File: src/rtl/icache_refill.sv
// icache_refill: L1 instruction cache line refill writer.
// Fetches a line word by word over req/gnt/rvalid and writes the icache.
module icache_refill #(
  parameter int ADDR_SIZE  = 32,
  parameter int ISA_SIZE   = 32,
  parameter int LINE_WORDS = 2
) (
  input  logic                 clk_i,
  input  logic                 rst_ni,
  input  logic                 miss_i,
  input  logic [ADDR_SIZE-1:0] miss_pc_i,
  input  logic                 flush_i,
  output logic                 mem_req_o,
  output logic [ADDR_SIZE-1:0] mem_addr_o,
  input  logic                 mem_gnt_i,
  input  logic                 mem_rvalid_i,
  input  logic [ISA_SIZE-1:0]  mem_rdata_i,
  output logic                 ic_we_o,
  output logic [ADDR_SIZE-1:0] ic_addr_o,
  output logic [ISA_SIZE-1:0]  ic_inst_o,
  output logic                 busy_o,
  output logic                 done_o
);

  localparam int CW = $clog2(LINE_WORDS);
  localparam logic [ADDR_SIZE-1:0] OFF_MASK =
    ADDR_SIZE'(LINE_WORDS * 4 - 1);
  localparam logic [CW-1:0] LAST = CW'(LINE_WORDS - 1);

  typedef enum logic [2:0] {
    IDLE, REQ, WAIT, WRITE, DONE
  } state_e;

  state_e               state_q, state_d;
  logic [CW-1:0]        cnt_q, cnt_d;
  logic [ADDR_SIZE-1:0] base_q, base_d;
  logic [ISA_SIZE-1:0]  data_q, data_d;
  logic                 abort_q, abort_d;
  logic [ADDR_SIZE-1:0] word_addr;

  assign word_addr = base_q + (ADDR_SIZE'(cnt_q) << 2);

  always_ff @(posedge clk_i or negedge rst_ni) begin
    if (!rst_ni) begin
      state_q <= IDLE;
      cnt_q   <= '0;
      base_q  <= '0;
      data_q  <= '0;
      abort_q <= 1'b0;
    end else begin
      state_q <= state_d;
      cnt_q   <= cnt_d;
      base_q  <= base_d;
      data_q  <= data_d;
      abort_q <= abort_d;
    end
  end

  always_comb begin
    state_d    = state_q;
    cnt_d      = cnt_q;
    base_d     = base_q;
    data_d     = data_q;
    abort_d    = abort_q;
    mem_req_o  = 1'b0;
    mem_addr_o = '0;
    ic_we_o    = 1'b0;
    ic_addr_o  = '0;
    ic_inst_o  = '0;
    busy_o     = 1'b0;
    done_o     = 1'b0;
    unique case (state_q)
      IDLE: begin
        if (miss_i && !flush_i) begin
          base_d  = miss_pc_i & ~OFF_MASK;
          cnt_d   = '0;
          abort_d = 1'b0;
          state_d = REQ;
        end
      end
      REQ: begin
        busy_o     = 1'b1;
        mem_req_o  = 1'b1;
        mem_addr_o = word_addr;
        // a granted request must still be drained even when flushed
        if (mem_gnt_i) begin
          abort_d = flush_i;
          state_d = WAIT;
        end else if (flush_i) begin
          state_d = IDLE;
        end
      end
      WAIT: begin
        busy_o = 1'b1;
        if (mem_rvalid_i) begin
          if (abort_q || flush_i) begin
            abort_d = 1'b0;
            state_d = IDLE;
          end else begin
            data_d  = mem_rdata_i;
            state_d = WRITE;
          end
        end else if (flush_i) begin
          abort_d = 1'b1;
        end
      end
      WRITE: begin
        busy_o    = 1'b1;
        ic_addr_o = word_addr;
        ic_inst_o = data_q;
        if (flush_i) begin
          state_d = IDLE;
        end else begin
          ic_we_o = 1'b1;
          if (cnt_q == LAST) begin
            state_d = DONE;
          end else begin
            cnt_d   = cnt_q + 1'b1;
            state_d = REQ;
          end
        end
      end
      DONE: begin
        done_o  = 1'b1;
        state_d = IDLE;
      end
      default: state_d = IDLE;
    endcase
  end

endmodule
File: config.mk
export PLATFORM = sky130hd
export DESIGN_NAME = icache_refill
export DESIGN_NICKNAME = d
export VERILOG_FILES = /design/src/rtl/icache_refill.sv
export SDC_FILE = /design/constraint.sdc
export NUM_CORES = 1
export LEC_CHECK = 0
export ABC_AREA = 1
export ABC_CLOCK_PERIOD_IN_PS = 2250
export CAP_MARGIN = 20
export CORE_MARGIN = 2
export CORE_UTILIZATION = 42
export CTS_CLUSTER_DIAMETER = 30
export DETAILED_ROUTE_END_ITERATION = 7
export GPL_TIMING_DRIVEN = 0
export MAX_ROUTING_LAYER = met4
export PLACE_DENSITY = 0.95
export SETUP_SLACK_MARGIN = 0.1
export SLEW_MARGIN = 20
export SYNTH_ARGS = -nofsm -noshare
export SYNTH_HDL_FRONTEND = slang
export SYNTH_SLANG_ARGS = --single-unit
File: constraint.sdc
create_clock -name clk_i -period 2.25 [get_ports clk_i]
set_input_delay 0.225 -clock clk_i [delete_from_list [all_inputs] [get_ports clk_i]]
set_output_delay 0.225 -clock clk_i [all_outputs]
set_load 0.005 [all_outputs]
==> impl_metrics.ini <==
[clock_network]
clk_pin_slew_ns = 0.07
clock_path_buffers = 2
tritoncts = yes
clock-sinks = 66
clk_latency_ns = 0.33
cts_buffers = 9
h-tree-depth = 3
root_buffer = clkbuf_8

[final_layout]
antennaDiodeCount = 0
stdcell_area_mm2 = 0.00533
nets = 676
syn_to_final_growth_pct = 68.2
final_layout_size_suffix_gt1_frac = 0.0936

[detailed_routing]
avgViaCountPerCell = 4.66
ant_nets = 0
vias = 3300
drcViolationCount = 0
wl_mm = 9.62
drt-pass1-iter-count = 5
drt_iter0_markers = 158
wl_per_cell_um = 13.6

[place]
portBuffers = 162
gp_congestion = 0.834
hpwlAfterDp_mm = 7.19
place_area_mm2 = 0.00495

[global_route]
grt_pass1_vias = 3397
busiest_layer = met2
grt_pass1_wl_mm = 15.9
gr-usage-met3 = 0.0476
grt-ovfl-total = 0
use_met2 = 0.424
antenna_found_initial = 0
grt_usage = 0.247
use_met1 = 0.288
grt_start_max_net_pins = 60

[floorplan]
die_x_um = 90.9
die_height_um = 90.9
dieArea_mm2 = 0.00825
initial_core_util = 0.434
coreArea_mm2 = 0.00729
num_io_pins = 170
rows = 31

[worst_setup_path]
path_max_fanout = 10
critPathTopFamily = buffers and inverters
cp_slowest_stage_delay_ns = 0.52
critPathLaunchType = register
crit_chain = inv_2 -> nand2_1 -> nor2_4 -> inv_4 -> clkbuf_4 -> nor2_1 -> clkdlybuf4s50_1
arrival_ns = 1.90
path_buf_inv = 4
critPathKind = register to output port
required_ns = 2.03
cp_slowest_cell = clkdlybuf4s50_1
cp-end-kind = output port

[logic_synthesis]
synth_warnings = 0
yosysUniqueCellTypes = 17
synth_compound_area_frac = 0.104
synthSimpleGateAreaFrac = 0.236
synth_seq_area_share = 0.521
synthAdderAreaFrac = 0
syn_area_mm2 = 0.00317
synth.ff_latch_count = 66
synth.area.mux_share = 0
synth_top_family_by_area = simple AND/OR/NAND/NOR gates
synth_xor_area_frac = 0
netlist_instances = 423
syn_avg_cell_area_um2 = 7.49

[sta]
max_freq_mhz = 471
finalCriticalPeriod_ns = 2.12
hold_viol_final = 0
min_period_over_period = 0.944
final-setup-viol-count = 0
rsz0062_at_grt = yes
fin_skew_ns = 0.00525
slew_viol_final = 0

[outcome]
status = completed

[run]
drv_cap = 0

[power_and_ir_drop]
total_power_w = 0.00541
powerDensity_mw_per_mm2 = 1020
irDropWorstVdd_mv = 0.608
power.leakage_nw = 2.86

[min_path]
hp-class = input port to asynchronous set/reset pin
[cell type report]
class | count | area, um2
buffer | 26 | 215
fill | 555 | 1960
inverter | 72 | 273
clock inverter | 3 | 40.0
multi-input combinational | 262 | 1120
timing repair buffer | 169 | 1750
clock buffer | 11 | 151
sequential | 66 | 1650
tap | 99 | 124
[sequential cells by signal (all words and copies together) (netlist names)]
signal	flops
data_q	32
base_q	29
state_q	3
abort_q	1
cnt_q	1
[cell usage in the layout, fill, tap and decap left out, drive strengths merged]
cell type | synthesis | final
clkinv | 0 | 2
clkdlybuf4s50 | 0 | 135
clkbuf | 12 | 18
nor3 | 2 | 2
bufinv | 0 | 1
nor2 | 106 | 106
dlymetal6s2s | 0 | 24
dfrtp | 66 | 66
nand2 | 79 | 79
nand3 | 5 | 5
inv | 72 | 72
conb | 1 | 4
dlygate4sd2 | 0 | 2
dlygate4sd3 | 0 | 1
buf | 14 | 26
o21ai | 66 | 66
[synthesized netlist by cell type]
master | n | area (um2)
nor2_1 | 104 | 390
clkbuf_1 | 12 | 45.0
buf_4 | 7 | 52.6
inv_1 | 71 | 267
nand2_2 | 1 | 6.26
nor2_2 | 2 | 12.5
nor3_1 | 1 | 5.00
nand3_1 | 5 | 25.0
dfrtp_1 | 66 | 1650
nor3_4 | 1 | 16.3
inv_2 | 1 | 3.75
conb_1 | 1 | 3.75
buf_6 | 5 | 56.3
o21ai_0 | 33 | 165
buf_2 | 2 | 10.0
o21ai_1 | 33 | 165
nand2_1 | 78 | 293
[logic make-up (layout without fill, tap and decap cells)]
family | Yosys count | in the layout
and+or+nand+nor | 192 | 192
DFF | 66 | 66
AOI/OAI and AO/OA | 66 | 66
buffers and inverters | 98 | 281
other | 1 | 4
[through the flow]
stage / TNS [ns] / hold WS, ns / setup WS [ns] / instances / utilization
4_1_cts: 0 / 0.250 / 0.107 / 708 / 0.719
5_1_grt: 0 / 0.248 / 0.0376 / 708 / 0.731
3_5_place_dp: 0 / 0.0653 / 0.144 / 688 / 0.679
3_3_place_gp: -71.41 / 0.466 / -1.09 / 687 / 0.675
6_report: 0 / 0.255 / 0.127 / 708 / 0.731
2_1_floorplan: 0 / -0.0706 / 0.899 / 426 / -
[power by group]
group          internal [W]  switching [W]  leakage, nW  total (W)
registers           0.00177       0.000181        0.791    0.00195
logic               0.00118        0.00131         1.97    0.00249
clock network      0.000556       0.000416        0.101   0.000972
[worst paths after layout]
check / startpoint / slack (ns) / to / depth (start not counted)
max in group asynchronous: rst_ni / 1.46 / state_q[1] / 3
worst min register to register: abort_q / 0.48 / abort_q / 2
worst max-delay path: state_q[2] / 0.13 / ic_inst_o[19] / 7
worst max register to register: state_q[0] / 0.53 / base_q[26] / 6
worst min-delay path: rst_ni / 0.26 / data_q[23] / 2
min in group clk_i: miss_pc_i[20] / 0.43 / base_q[20] / 3
[metal layers]
metal | share of wire | vias up
met5 | 0 | -
met4 | 0.024 | 0
met3 | 0.067 | 20
met2 | 0.50 | 148
met1 | 0.41 | 1517
li1 | - | 1615
[timing repair]
| item | 4_1_cts | 5_1_grt |
|---|---|---|
| setup buffers | 5 | 0 |
| gates resized for setup | 28 | 39 |
| setup endpoints to repair | 90 | 82 |
| hold buffers | 1 | 0 |
| hold endpoints to repair | 60 | 0 |
No activity file was read; power rests on OpenSTA's default activity.
